--- src/rtl/mem_miss_arb_pkg.sv ---
// Shared types and constants for the cache-miss arbiter.
// Widths, packed request layout, FSM state encoding and cache-id encodings.
package mem_miss_arb_pkg;

  localparam int ADDR_W = 20;
  localparam int LINE_W = 128;
  localparam int INFO_W = ADDR_W + 1 + LINE_W;

  // {addr[148:129], is_store[128], data[127:0]}
  typedef struct packed {
    logic [ADDR_W-1:0] addr;
    logic              is_store;
    logic [LINE_W-1:0] data;
  } miss_req_info_t;

  typedef enum logic [1:0] {
    ST_IDLE     = 2'd0,
    ST_ISSUE    = 2'd1,
    ST_WAIT_RSP = 2'd2,
    ST_RESPOND  = 2'd3
  } arb_state_e;

  localparam logic CACHE_ID_DCACHE = 1'b1;
  localparam logic CACHE_ID_ICACHE = 1'b0;

endpackage

--- src/rtl/miss_req_slot.sv ---
// One pending miss request per cache: valid/info holding register.
// A set in the same cycle as a clear wins; a set to a held slot is dropped and flagged.
module miss_req_slot
  import mem_miss_arb_pkg::*;
(
  input  logic           clock,
  input  logic           reset,
  input  logic           set,
  input  logic           clr,
  input  miss_req_info_t info,
  output logic           valid,
  output miss_req_info_t info_q,
  output logic           overflow
);

  always_ff @(posedge clock or posedge reset) begin
    if (reset) begin
      valid  <= 1'b0;
      info_q <= '0;
    end else if (set && (!valid || clr)) begin
      valid  <= 1'b1;
      info_q <= info;
    end else if (clr) begin
      valid  <= 1'b0;
    end
  end

  assign overflow = set & valid & ~clr;

endmodule

--- src/rtl/mem_miss_arbiter.sv ---
// Arbitrates icache/dcache line misses onto one memory port and routes responses back.
// Define MEM_MISS_ARB_ROUND_ROBIN_EN for round-robin arbitration (default: dcache priority).
//
// state       | meaning
// ST_IDLE     | waiting for a valid slot; grants one and latches its request
// ST_ISSUE    | mem_req_valid held with stable fields until mem_req_ready
// ST_WAIT_RSP | waiting for mem_rsp_valid (read data or write ack)
// ST_RESPOND  | rsp_valid_miss high for one cycle; granted slot clears
module mem_miss_arbiter
  import mem_miss_arb_pkg::*;
#(
  parameter int unsigned MEM_LINES = 320
) (
  input  logic              clock,
  input  logic              reset,
  input  logic              dcache_req_valid_miss,
  input  logic [INFO_W-1:0] dcache_req_info_miss,
  input  logic              icache_req_valid_miss,
  input  logic [INFO_W-1:0] icache_req_info_miss,
  output logic              rsp_valid_miss,
  output logic              rsp_cache_id,
  output logic [LINE_W-1:0] rsp_data_miss,
  output logic              rsp_bus_error,
  output logic              mem_req_valid,
  input  logic              mem_req_ready,
  output logic [ADDR_W-1:0] mem_req_addr,
  output logic              mem_req_we,
  output logic [LINE_W-1:0] mem_req_wdata,
  input  logic              mem_rsp_valid,
  input  logic [LINE_W-1:0] mem_rsp_data,
  output logic              overflow_o
);

  localparam logic [ADDR_W-1:0] MEM_LINES_A = ADDR_W'(MEM_LINES);

  arb_state_e     state;
  logic           grant_id;
  logic           work_store;
  miss_req_info_t d_info, i_info, d_q, i_q, grant_info;
  logic           d_valid, i_valid, d_ovf, i_ovf, d_clr, i_clr;
  logic           pick_d, any_valid, addr_err;

  assign d_info = dcache_req_info_miss;
  assign i_info = icache_req_info_miss;

  assign d_clr = (state == ST_RESPOND) && (grant_id == CACHE_ID_DCACHE);
  assign i_clr = (state == ST_RESPOND) && (grant_id == CACHE_ID_ICACHE);

  miss_req_slot u_dslot (
    .clock    (clock),
    .reset    (reset),
    .set      (dcache_req_valid_miss),
    .clr      (d_clr),
    .info     (d_info),
    .valid    (d_valid),
    .info_q   (d_q),
    .overflow (d_ovf)
  );

  miss_req_slot u_islot (
    .clock    (clock),
    .reset    (reset),
    .set      (icache_req_valid_miss),
    .clr      (i_clr),
    .info     (i_info),
    .valid    (i_valid),
    .info_q   (i_q),
    .overflow (i_ovf)
  );

  assign any_valid = d_valid | i_valid;

`ifdef MEM_MISS_ARB_ROUND_ROBIN_EN
  logic last_grant;

  // On a tie the cache that was not granted last goes first.
  assign pick_d = d_valid && (!i_valid || (last_grant == CACHE_ID_ICACHE));

  always_ff @(posedge clock or posedge reset) begin
    if (reset) begin
      last_grant <= CACHE_ID_ICACHE;
    end else if ((state == ST_IDLE) && any_valid) begin
      last_grant <= pick_d;
    end
  end
`else
  assign pick_d = d_valid;
`endif

  assign grant_info = pick_d ? d_q : i_q;
  assign addr_err   = (grant_info.addr >= MEM_LINES_A);

  always_ff @(posedge clock or posedge reset) begin
    if (reset) begin
      state          <= ST_IDLE;
      grant_id       <= CACHE_ID_ICACHE;
      work_store     <= 1'b0;
      rsp_valid_miss <= 1'b0;
      rsp_cache_id   <= 1'b0;
      rsp_data_miss  <= '0;
      rsp_bus_error  <= 1'b0;
      mem_req_valid  <= 1'b0;
      mem_req_addr   <= '0;
      mem_req_we     <= 1'b0;
      mem_req_wdata  <= '0;
    end else begin
      case (state)
        ST_IDLE: begin
          if (any_valid) begin
            grant_id   <= pick_d;
            work_store <= grant_info.is_store;
            if (addr_err) begin
              // Out-of-range lines never reach memory.
              state          <= ST_RESPOND;
              rsp_valid_miss <= 1'b1;
              rsp_cache_id   <= pick_d;
              rsp_data_miss  <= '0;
              rsp_bus_error  <= 1'b1;
            end else begin
              state         <= ST_ISSUE;
              mem_req_valid <= 1'b1;
              mem_req_addr  <= grant_info.addr;
              mem_req_we    <= grant_info.is_store;
              mem_req_wdata <= grant_info.data;
            end
          end
        end
        ST_ISSUE: begin
          if (mem_req_ready) begin
            mem_req_valid <= 1'b0;
            state         <= ST_WAIT_RSP;
          end
        end
        ST_WAIT_RSP: begin
          if (mem_rsp_valid) begin
            state          <= ST_RESPOND;
            rsp_valid_miss <= 1'b1;
            rsp_cache_id   <= grant_id;
            rsp_data_miss  <= work_store ? '0 : mem_rsp_data;
            rsp_bus_error  <= 1'b0;
          end
        end
        ST_RESPOND: begin
          rsp_valid_miss <= 1'b0;
          rsp_data_miss  <= '0;
          rsp_bus_error  <= 1'b0;
          state          <= ST_IDLE;
        end
        default: state <= ST_IDLE;
      endcase
    end
  end

  always_ff @(posedge clock or posedge reset) begin
    if (reset) begin
      overflow_o <= 1'b0;
    end else if (d_ovf || i_ovf) begin
      overflow_o <= 1'b1;
    end
  end

endmodule

--- config.mk ---
export PLATFORM = sky130hd
export DESIGN_NAME = mem_miss_arbiter
export DESIGN_NICKNAME = d
export VERILOG_FILES = /design/src/rtl/mem_miss_arb_pkg.sv /design/src/rtl/miss_req_slot.sv /design/src/rtl/mem_miss_arbiter.sv
export SDC_FILE = /design/constraint.sdc
export NUM_CORES = 1
export LEC_CHECK = 0
export ABC_CLOCK_PERIOD_IN_PS = 19740
export BUFFER_PORTS_ARGS = -buffer_cell sky130_fd_sc_hd__buf_2
export CAP_MARGIN = 10
export CELL_PAD_IN_SITES_DETAIL_PLACEMENT = 2
export CELL_PAD_IN_SITES_GLOBAL_PLACEMENT = 2
export CORE_AREA = 4 4 278 280
export CTS_BUF_LIST = sky130_fd_sc_hd__clkbuf_4
export CTS_CLUSTER_SIZE = 24
export DETAILED_ROUTE_END_ITERATION = 10
export DIE_AREA = 0 0 282 284
export PLACE_DENSITY = 0.83
export SLEW_MARGIN = 10
export SYNTH_ARGS = -nofsm -noshare
export SYNTH_HDL_FRONTEND = slang
export SYNTH_SLANG_ARGS = --single-unit
--- constraint.sdc ---
create_clock -name clock -period 19.74 [get_ports clock]
set_input_delay 0 -clock clock [delete_from_list [all_inputs] [get_ports clock]]
set_output_delay 0 -clock clock [all_outputs]
set_load 0.02 [all_outputs]
==> results of run 1 <==
[metrics by stage]
| step | instance area [sq um] | worst slack, ns | std cells |
|---|---|---|---|
| floorplan | 23100 | 3.34 | 1614 |
| global placement | 27600 | 15.38 | 3204 |
| detailed placement | 27600 | 15.18 | 3204 |
[cells in the mapped netlist (all sizes together)]
cell type | instances | area share [%]
dfrtp | 586 | 64
mux2 | 298 | 15
nor2 | 141 | 2.3
a21o | 137 | 4.5
mux2i | 136 | 5.9
a22o | 131 | 5.0
clkbuf | 79 | 1.3
buf | 33 | 0.82
and2 | 12 | 0.33
o21ai | 8 | 0.17
inv | 6 | 0.098
nand2 | 6 | 0.098
a21oi | 4 | 0.087
ha | 4 | 0.22
nor2b | 4 | 0.11
nor4b | 3 | 0.11
o22a | 3 | 0.11
and3 | 2 | 0.054
nand2b | 2 | 0.054
nor4 | 2 | 0.054
o211ai | 2 | 0.065
or2 | 2 | 0.054
or4 | 2 | 0.065
or4b | 2 | 0.10
a21boi | 1 | 0.033
a22oi | 1 | 0.033
a2bb2oi | 1 | 0.038
nor3 | 1 | 0.022
o221ai | 1 | 0.038
o2bb2ai | 1 | 0.038
o311ai | 1 | 0.038
o32a | 1 | 0.043
o41ai | 1 | 0.038
[kinds of logic after synthesis]
logic type	count (synthesis)	synth area share (%)
DFF	586	63.6
and+or+nand+nor	179	3.35
buffers and inverters	118	2.20
AOI/OAI and AO/OA	293	10.2
adders and majority gates	4	0.217
muxes	434	20.5
==> run metrics, run 1 <==
sequential area share after synthesis about 64%; H-tree level count 4; YS warnings 0; CTS sink count about 590; tool error [ERROR RSZ-0060] Max buffer count reached.; status aborted with a tool error; CTS max path bufs 3; Top Ports slightly above 700; row count 100; post-DP HPWL about 60 mm; starting density of the core approximately 31%; Yosys reg bits between 500 and 600; die height between 200 and 300 microns; count of cells resized by post-cts repair 0; CTS buffer count about 160; Post-Syn Nets about 2100; Mapped Cells 1614; Mapped Area ~23000 sq um; Synth cell types 37; synthesized area per cell around 14 sq um; die width ~280 microns; RePlAce Congestion a little over 0.8; Hold-fix buffers, CTS approximately 700; setup repair bufs after CTS 0; Exit stage 4_1_cts; clk root buf clkbuf_4; port bufs just over 700
==> inputs of run 2 (changes only) <==
Settings changed: CELL_PAD_IN_SITES_DETAIL_PLACEMENT 2 to unset, CELL_PAD_IN_SITES_GLOBAL_PLACEMENT 2 to unset, CTS_BUF_LIST sky130_fd_sc_hd__clkbuf_4 to unset, CTS_CLUSTER_SIZE 24 to unset, PLACE_DENSITY 0.83 to unset, PLACE_DENSITY_LB_ADDON set to 0.15.
==> run metrics, run 2 <==
status finished, final reports clean (was aborted with a tool error); starting density of the core 31.0% (unchanged); Comb pwr share between 30% and 40%; critical path class reg2reg; Synth top area share 63.6% (unchanged); CTS buffer count 68 (was 163); Pint 3.17 mW; area delta synth->final 48.2%; Layout Cells excl Fill 3759; Top Ports 714 (unchanged); synthesized area per cell 14.3 sq um (unchanged); Rel. slew slack between 20% and 30%; die width 282 microns (unchanged); Wirelength per Cell 20.9 microns; Placeable Area between 70000 and 80000 sq um; skew final between 0.02 and 0.03 ns; layout cell share with drive strength beyond 1 41.0%; clk root buf clkbuf_16 (was clkbuf_4); most frequent cell after synthesis dfrtp_1 (unchanged); dpl ws 14.90 ns (was 15.18 ns); YS warnings 0 (unchanged); Psw 1.49 mW; row count 100 (unchanged); DR iter-0 viols roughly 700; largest net degree at the start of global routing ~140; Mapped Area 23100 sq um (unchanged); Residual DRC 0; commonest non-fill, non-tap cells in the layout buf_2 (713), dfrtp_1 (585), dlygate4sd3_1 (431); hold crit path type in2async; top cells by area, synth dfrtp_1 (64%), mux2_2 (15%), mux2i_1 (5.9%) (unchanged); final slew viol count 0; GRT Overall Usage 19.1%; worst-margin pin slew between 1 and 1.5 ns; post-DP HPWL 53.3 mm (was 59.7 mm); Post-Syn Nets 2050 (unchanged); via count about 18000; Reg2Reg Setup Slack roughly 15 ns; CTS sink count 586 (unchanged); Mapped Cells 1614 (unchanged); die height 284 microns (unchanged); clock slew at reported path FFs 0.06 ns; die area ~80000 sq um; max frequency between 200 and 250 MHz; asr flop ratio synth 100% (unchanged); Static Leak around 18 nW; Max VDD drop approximately 100 uV; Hold Fails Final Rpt 0; placed insts 3204 (unchanged); setup repair bufs after CTS 0 (unchanged); crit path time final between 4 and 5 ns; endpoints failing setup 0; top post-synthesis cells by count dfrtp_1 (586), mux2_2 (298), nor2_1 (141), a21o_1 (137), mux2i_1 (136) (unchanged); Yosys reg bits 586 (unchanged); Worst Path Required just over 20 ns; CTS max path bufs 3 (unchanged); grt total ovfl 0; clk_lat worst skew around 0.59 ns; Max Cap Viol 0; DRT antenna net count 0; initial antenna violation count 11; PwrDens ~140 nW/um^2; commonest non-fill, non-tap cell in the layout buf_2; Main synth FF type dfrtp_1 (unchanged); CP Capture Type flop; drt pass-1 iters 5; RSZ-0062 raised after global routing no; Power Total approximately 4.7 mW; CTS tree done; sequential area share after synthesis 63.6% (unchanged); vias in the first global route 19600; period utilisation layout 24.4%; CP Launch Type flop; Via density ~4.7; cell depth of the worst flop-to-flop path 8; Synth area leader dfrtp_1 (unchanged); sequential share of power between 40 and 50%; PnR worst setup slack roughly 15 ns; Clock power frac between 20% and 30%; final WL just under 80 mm; CP Max Fanout slightly above 100; H-tree level count 3 (was 4); number of synthesized flops with an enable pin 0 (unchanged); port bufs 713 (unchanged); setup TNS 0 ns; Sw Share 32.0%; RePlAce Congestion 0.768 (was 0.823); crit path DAT 5.34 ns; top flop regs u_dslot.info_q: 149 flops, u_islot.info_q: 149 flops; Synth cell types 37 (unchanged); Nets approximately 3200; global-route wire length before repair around 120 mm
run 2: cell counts after synthesis:
Identical to the previous run, type by type.
run 2: worst max-delay path, cell delays in order, from the launching register on:
cell      delay (ns)
dfrtp_4         0.74
buf_4           0.85
or4b_1          0.51
o22a_1          0.27
or4b_4          0.57
o311ai_2        0.11
buf_4           0.37
buf_4           0.87
a22o_1          0.30
run 2: timing repair:
action                    in CTS  in global routing
hold endpoints to repair     533                  0
resized for setup              0                  0
hold buffers                 431                  0
run 2: cell families after synthesis:
family                     after synthesis  synth area share (%)
AOI/OAI and AO/OA                      293                  10.2
DFF                                    586                  63.6
and+or+nand+nor                        179                  3.35
adders and majority gates                4                 0.217
muxes                                  434                  20.5
buffers and inverters                  118                  2.20
run 2: area by class of cell:
class / count / area [sq um]
Tap cell: 969 / 1210
Sequential cell: 586 / 14700
Clock inverter: 17 / 290
Inverter: 6 / 30.0
Antenna cell: 10 / 25.0
Timing Repair Buffer: 1164 / 8050
Multi-Input combinational cell: 910 / 7920
Clock buffer: 97 / 1970
Fill cell: 6841 / 40300
run 2: metal layers:
layer,track usage [%],routed length [microns],vias up
met4,8.02,3300,2
met3,4.85,5050,171
met2,33.7,39800,546
met5,0,13,-
li1,-,-,8033
met1,22.0,30500,8886
run 2: stage by stage:
stage / utilization [%] / hold slack, ns / instance area (sq um)
floorplan: - / 0.100 / 23100
global placement: 37.0 / 0.170 / 27600
detailed placement: 37.0 / 0.180 / 27600
CTS: 45.8 / 0.0931 / 34100
global route: 45.9 / 0.137 / 34200
finish: 45.9 / 0.0851 / 34200
run 2: power groups by stage:
stage               logic, mW  clock network, mW  registers, mW
floorplan               0.932                  0           1.96
global placement         1.40                  0           1.88
detailed placement       1.44                  0           1.90
CTS                      1.53               1.32           1.88
global route             1.63               1.37           1.93
finish                   1.51               1.28           1.87
run 2: path summary, 6_finish.rpt:
kind,from,to
max,u_dslot.valid,rsp_data_miss[90]
min,reset,rsp_data_miss[107]
max reg2reg,u_dslot.valid,rsp_data_miss[90]
min reg2reg,mem_req_wdata[1],mem_req_wdata[1]
max in group asynchronous,reset,mem_req_wdata[21]
min in group clock,mem_rsp_data[91],rsp_data_miss[91]
(Power assumes the default switching activity.)
==> inputs of run 3 (changes only) <==
Settings changed: ABC_AREA set to 1, ABC_CLOCK_PERIOD_IN_PS 19740 to 4800, CORE_AREA 4 4 278 280 to 4 4 279 281, DIE_AREA 0 0 282 284 to 0 0 283 285.
Clock period 19.74 ns to 4.8 ns, I/O delays scaled along.
==> run metrics, run 3 <==
status finished, final reports clean (unchanged); Residual DRC 0 (unchanged); grt total ovfl 0 (unchanged); Nets 3760 (was 3172); Hold-fix buffers, CTS 430 (was 431); Rel. slew slack 27.1% (was 23.8%); Synth top area share 59.5% (was 63.6%); post-synthesis xor/xnor area fraction 0% (unchanged); critical path's top delay family simple AND/OR/NAND/NOR gates (was buffers and inverters); H-tree level count 3 (unchanged); endpoints failing setup 0 (unchanged); die height 285 microns (was 284 microns); CTS max path bufs 3 (unchanged); clock slew at reported path FFs 0.06 ns (about the same); die width 283 microns (was 282 microns); YS warnings 0 (unchanged); sequential area share after synthesis 59.5% (was 63.6%); commonest non-fill, non-tap cells in the layout buf_2 (713), dfrtp_1 (585), nand2_1 (468) (was buf_2 (713), dfrtp_1 (585), dlygate4sd3_1 (431)); skew final 0.0212 ns (was 0.0293 ns); top post-synthesis cells by count dfrtp_1 (586), nand2_1 (471), mux2_2 (298), inv_1 (154), nor2_1 (145) (was dfrtp_1 (586), mux2_2 (298), nor2_1 (141), a21o_1 (137), mux2i_1 (136)); number of synthesized flops with an enable pin 0 (unchanged); critical path class reg2reg (unchanged); post-synthesis simple-gate area fraction 13.0% (was 3.35%); port bufs 713 (unchanged); DR iter-0 viols 906 (was 682); layout cell share with drive strength beyond 1 34.1% (was 41.0%); Synth area leader dfrtp_1 (unchanged); multiplexer share of the synthesized area 19.1% (was 20.5%); top cells by area, synth dfrtp_1 (59%), mux2_2 (14%), nand2_1 (7.2%) (was dfrtp_1 (64%), mux2_2 (15%), mux2i_1 (5.9%)); row count 101 (was 100); Yosys reg bits 586 (unchanged); top flop regs u_dslot.info_q: 149 flops, u_islot.info_q: 149 flops (unchanged); slowest CP cell dfrtp_4 (was buf_4); RePlAce Congestion 0.825 (was 0.768); area delta synth->final 45.2% (was 48.2%); initial antenna violation count 19 (was 11); Worst R2R Start u_dslot.valid (unchanged); Via density 4.67 (was 4.69); period utilisation layout 71.1% (was 24.4%); CTS sink count 586 (unchanged); DRT antenna net count 0 (unchanged); post-DP HPWL 54.9 mm (was 53.3 mm); CP Launch Type flop (unchanged); Synth Area in Adders 0.203% (was 0.217%); delay of the slowest cell on the worst path 0.80 ns (was 0.87 ns); Sw Share 38.4% (was 32.0%); largest family of logic cells by synthesized area multiplexers (unchanged); post-placement cell area 29200 sq um (was 27600 sq um); CTS buffer count 69 (was 68); synthesized area per cell 11.0 sq um (was 14.3 sq um); Hold Fails Final Rpt 0 (unchanged); starting density of the core 32.7% (was 31.0%); Mapped Cells 2235 (was 1614); Placeable Area 75400 sq um (was 74400 sq um); crit path time final 3.41 ns (was 4.82 ns); vias in the first global route 21800 (was 19600); largest net degree at the start of global routing 135 (was 143); worst-margin pin slew 1.09 ns (was 1.14 ns); CP Capture Type flop (unchanged); Main synth FF type dfrtp_1 (unchanged); post-layout instance area 35800 sq um (was 34200 sq um); PwrDens 644 nW/um^2 (was 136 nW/um^2); final slew viol count 0 (unchanged); asr flop ratio synth 100% (unchanged); post-synthesis compound-gate area fraction 3.05% (was 10.2%); CP Max Fanout 70 (was 101); clk root buf clkbuf_16 (unchanged); critical path cell sequence inv_2 > o21ai_0 > nor2_1 > nor2_4 > nand3_4 > buf_4 > nand2_1 > o21ai_0 (was buf_4 > or4b_1 > o22a_1 > or4b_4 > o311ai_2 > buf_4 > buf_4 > a22o_1); Static Leak 18.8 nW (was 18.5 nW); max frequency 293 MHz (was 207 MHz); most frequent cell after synthesis dfrtp_1 (unchanged); dpl ws 1.38 ns (was 14.90 ns); die area 80700 sq um (was 80100 sq um); CTS tree done (unchanged); Critical Path Source u_dslot.valid (unchanged); PnR worst setup slack 1.39 ns (was 14.92 ns); final WL 81.4 mm (was 78.6 mm); Critical Path Most Common Cell o21ai_0 (was buf_4); Max Cap Viol 0 (unchanged); GRT Overall Usage 19.9% (was 19.1%); crit path DAT 3.85 ns (was 5.34 ns); Synth cell types 24 (was 37); drt pass-1 iters 6 (was 5); clk_lat worst skew 0.60 ns (was 0.59 ns); Worst Path Required 5.24 ns (was 20.25 ns); via count 20400 (was 17600); setup repair bufs after CTS 0 (unchanged); hold crit path type in2async (unchanged); RSZ-0062 raised after global routing no (unchanged); commonest non-fill, non-tap cell in the layout buf_2 (unchanged); sequential share of power 37.8% (was 40.2%); Clock power frac 22.6% (was 27.4%); count of cells resized by post-cts repair 0 (unchanged); global-route wire length before repair 129 mm (was 119 mm); Pint 14.2 mW (was 3.17 mW); Wirelength per Cell 18.6 microns (was 20.9 microns); Psw 8.84 mW (was 1.49 mW); Comb pwr share 39.6% (was 32.3%); Post-Syn Nets 2671 (was 2050); Mapped Area 24600 sq um (was 23100 sq um); final hold slack 0.0978 ns (was 0.0851 ns); Top Ports 714 (unchanged); Max VDD drop 449 uV (was 97.4 uV); Bufs and invs on worst path 2 (was 3)
[run 3: worst register-to-register path, delay by kind of cell (launching register included)]
family	cells	cell delay, ns
compound gates	2	0.39
flops	1	0.80
buf+inv	2	0.93
simple gates	4	1.14
[run 3: final cells by class]
| cell class | instances | area, sq um |
|---|---|---|
| inverters | 155 | 586 |
| clock buffers | 106 | 2000 |
| clock inverters | 18 | 278 |
| repair buffers | 1170 | 8240 |
| fillers | 7026 | 39700 |
| multi-input cells | 1342 | 8760 |
| flip-flops and latches | 586 | 14700 |
| diodes | 13 | 32.5 |
| well taps | 978 | 1220 |
[run 3: cells by family after synthesis]
logic type | after synthesis
mux | 433
flops | 586
buf+inv | 307
compound gates | 149
fa+ha+maj | 4
simple gates | 756
[run 3: layer usage]
layer,share of wire [%],GRT usage (%),wire length [microns]
met2,49,33.6,39900
met4,3.2,7.37,2620
met5,0.092,0,75
met3,6.9,5.35,5650
met1,41,24.6,33200
[run 3: path summary, 6_finish.rpt]
check                                      to  slack (ns)  depth (start not counted)
min in group clock         u_islot.info_q[29]        0.16                          3
max                         mem_req_wdata[77]        1.39                          8
max in group asynchronous   mem_req_wdata[27]        3.34                          5
min reg2reg                 rsp_data_miss[36]        0.46                          2
max reg2reg                 mem_req_wdata[77]        1.39                          8
min                         rsp_data_miss[10]         0.1                          3
[run 3: power groups by stage]
stage / clock, mW / combinational (mW) / sequential [mW]
5_1_grt: 5.60 / 9.96 / 8.99
2_1_floorplan: 0 / 4.90 / 9.71
4_1_cts: 5.40 / 9.24 / 8.70
3_5_place_dp: 0 / 8.92 / 8.76
6_report: 5.22 / 9.12 / 8.70
3_3_place_gp: 0 / 8.77 / 8.68
[run 3: through the flow]
step                      TNS [ns]  power (mW)  instances  utilization, %
final                            0        23.0       4368            47.4
after global routing             0        24.6       4367            47.4
after CTS                        0        23.3       4355            47.4
after detailed placement         0        17.7       3801            38.7
after global placement           0        17.4       3801            38.7
after floorplan           -1867.82        14.6       2235               -
==> inputs of run 4 (changes only) <==
Settings changed: ABC_AREA 1 to 0, ABC_CLOCK_PERIOD_IN_PS 4800 to 3500, CORE_AREA 4 4 279 281 to 4 4 278 280, DIE_AREA 0 0 283 285 to 0 0 282 284.
Clock period 4.8 ns to 3.5 ns, I/O delays scaled along.
==> run metrics, run 4 (synthesis results as in run 2) <==
area delta synth->final 49.6% (was 45.2%); Worst R2R Start u_dslot.valid (unchanged); Critical Path Most Common Cell buf_4 (was o21ai_0); H-tree level count 3 (unchanged); grt total ovfl 0 (unchanged); delay of the slowest cell on the worst path 0.63 ns (was 0.80 ns); final WL 78.6 mm (was 81.4 mm); Placeable Area 74400 sq um (was 75400 sq um); CTS buffer count 70 (was 69); status finished, final reports clean (unchanged); slowest CP cell or4b_4 (was dfrtp_4); PnR worst setup slack 0.498 ns (was 1.39 ns); largest net degree at the start of global routing 143 (was 135); crit path time final 3.00 ns (was 3.41 ns); DR iter-0 viols 806 (was 906); row count 100 (was 101); via count 17700 (was 20400); clock slew at reported path FFs 0.06 ns (about the same); Via density 4.68 (was 4.67); commonest non-fill, non-tap cell in the layout buf_2 (unchanged); die area 80100 sq um (was 80700 sq um); die width 282 microns (was 283 microns); CP Max Fanout 52 (was 70); Top Ports 714 (unchanged); DRT antenna net count 0 (unchanged); Static Leak 18.7 nW (was 18.8 nW); clk root buf clkbuf_16 (unchanged); final core occ 46.3% (was 47.4%); CP Capture Type flop (unchanged); post-layout instance area 34500 sq um (was 35800 sq um); critical path cell sequence buf_4 > a22oi_1 > or4b_4 > or2_4 > buf_4 > a21o_1 (was inv_2 > o21ai_0 > nor2_1 > nor2_4 > nand3_4 > buf_4 > nand2_1 > o21ai_0); Rel. slew slack 36.6% (was 27.1%); Nets 3194 (was 3760); Wirelength per Cell 20.8 microns (was 18.6 microns); port bufs 713 (unchanged); clk_lat worst skew 0.60 ns (about the same); initial antenna violation count 9 (was 19); post-DP HPWL 54.6 mm (was 54.9 mm); count of cells resized by post-cts repair 0 (unchanged); final slew viol count 0 (unchanged); Hold Fails Final Rpt 0 (unchanged); CTS sink count 586 (unchanged); setup TNS 0 ns (unchanged); final hold slack 0.155 ns (was 0.0978 ns); PwrDens 768 nW/um^2 (was 644 nW/um^2); RePlAce Congestion 0.788 (was 0.825); drt pass-1 iters 5 (was 6); CP Launch Type flop (unchanged); Worst Path Required 3.96 ns (was 5.24 ns); Hold-fix buffers, CTS 432 (was 430); starting density of the core 31.0% (was 32.7%); worst-margin pin slew 0.952 ns (was 1.09 ns); top flop regs u_dslot.info_q: 149 flops, u_islot.info_q: 149 flops (unchanged); post-placement cell area 27800 sq um (was 29200 sq um); crit path DAT 3.47 ns (was 3.85 ns); layout cell share with drive strength beyond 1 41.6% (was 34.1%); endpoints failing setup 0 (unchanged); max frequency 333 MHz (was 293 MHz); commonest non-fill, non-tap cells in the layout buf_2 (713), dfrtp_1 (585), dlygate4sd3_1 (432) (was buf_2 (713), dfrtp_1 (585), nand2_1 (468)); worst hold path startpoint mem_rsp_data[5]; vias in the first global route 19500 (was 21800); period utilisation layout 85.8% (was 71.1%); Max VDD drop 448 uV (was 449 uV); setup repair bufs after CTS 0 (unchanged); hold crit path type in2reg (was in2async); Max Cap Viol 0 (unchanged); Critical Path Source u_dslot.valid (unchanged); CTS tree done (unchanged); CTS max path bufs 3 (unchanged); dpl ws 0.533 ns (was 1.38 ns); GRT Overall Usage 19.2% (was 19.9%); critical path class reg2reg (unchanged); die height 284 microns (was 285 microns); global-route wire length before repair 119 mm (was 129 mm); skew final 0.0346 ns (was 0.0212 ns); Residual DRC 0 (unchanged); RSZ-0062 raised after global routing no (unchanged)
==> run 4: cell types whose count changed in the layout (fill, tap and decap cells not counted), moves of 7 or more <==
cell      previous run  this run
a22o_1               0       131
and2_1               0        11
buf_4               14        27
a21o_1               0       137
nand2_1            468         6
clkbuf_8            11        18
nand4_1            131         0
o21ai_0            108         8
clkbuf_1            25        14
o21ai_1             37         0
inv_1              153         5
==> run 4: area by class of cell <==
| class | count | area, sq um |
|---|---|---|
| diodes | 9 | 22.5 |
| clock buffers | 103 | 2080 |
| clock inverters | 19 | 235 |
| fillers | 6841 | 40000 |
| inverters | 6 | 26.3 |
| multi-input cells | 910 | 7920 |
| flip-flops and latches | 586 | 14700 |
| well taps | 969 | 1210 |
| repair buffers | 1184 | 8340 |
==> run 4: stage by stage <==
stage	std cells	power, mW
floorplan	1614	16.3
global placement	3223	18.7
detailed placement	3223	19.0
CTS	3777	26.9
global route	3785	28.1
finish	3786	26.5
==> run 4: where the power goes <==
part           switching (mW)  total, mW  leakage [nW]  internal (mW)
logic                    4.33       8.69          10.1           4.36
clock network            2.87       7.28          1.14           4.41
registers                1.27       10.5          7.43           9.26
==> run 4: path summary, 6_finish.rpt <==
check                                            to  slack (ns)  depth (start not counted)
worst max-delay path              mem_req_wdata[63]        0.50                          6
worst min-delay path               rsp_data_miss[5]        0.16                          3
worst max register to register    mem_req_wdata[63]        0.50                          6
worst min register to register    mem_req_wdata[13]        0.47                          1
max in group asynchronous         mem_req_wdata[74]        1.54                          6
min in group asynchronous       u_dslot.info_q[110]        0.57                          4
==> run 4: metal layers <==
| layer | up-vias | track usage (%) | part of all wire, % |
|---|---|---|---|
| li1 | 8069 | - | - |
| met1 | 8975 | 22.8 | 40 |
| met2 | 528 | 33.4 | 51 |
| met3 | 153 | 5.04 | 6.1 |
| met4 | 0 | 6.95 | 3.5 |
| met5 | - | 0 | 0 |
==> run 4: critical path: cells and delay by family (launching register included) <==
| kind | cells | cell delay [ns] |
|---|---|---|
| AO/OA/AOI/OAI | 2 | 0.56 |
| buffers and inverters | 2 | 0.80 |
| flip-flops | 1 | 0.50 |
| AND/OR/NAND/NOR | 2 | 0.90 |
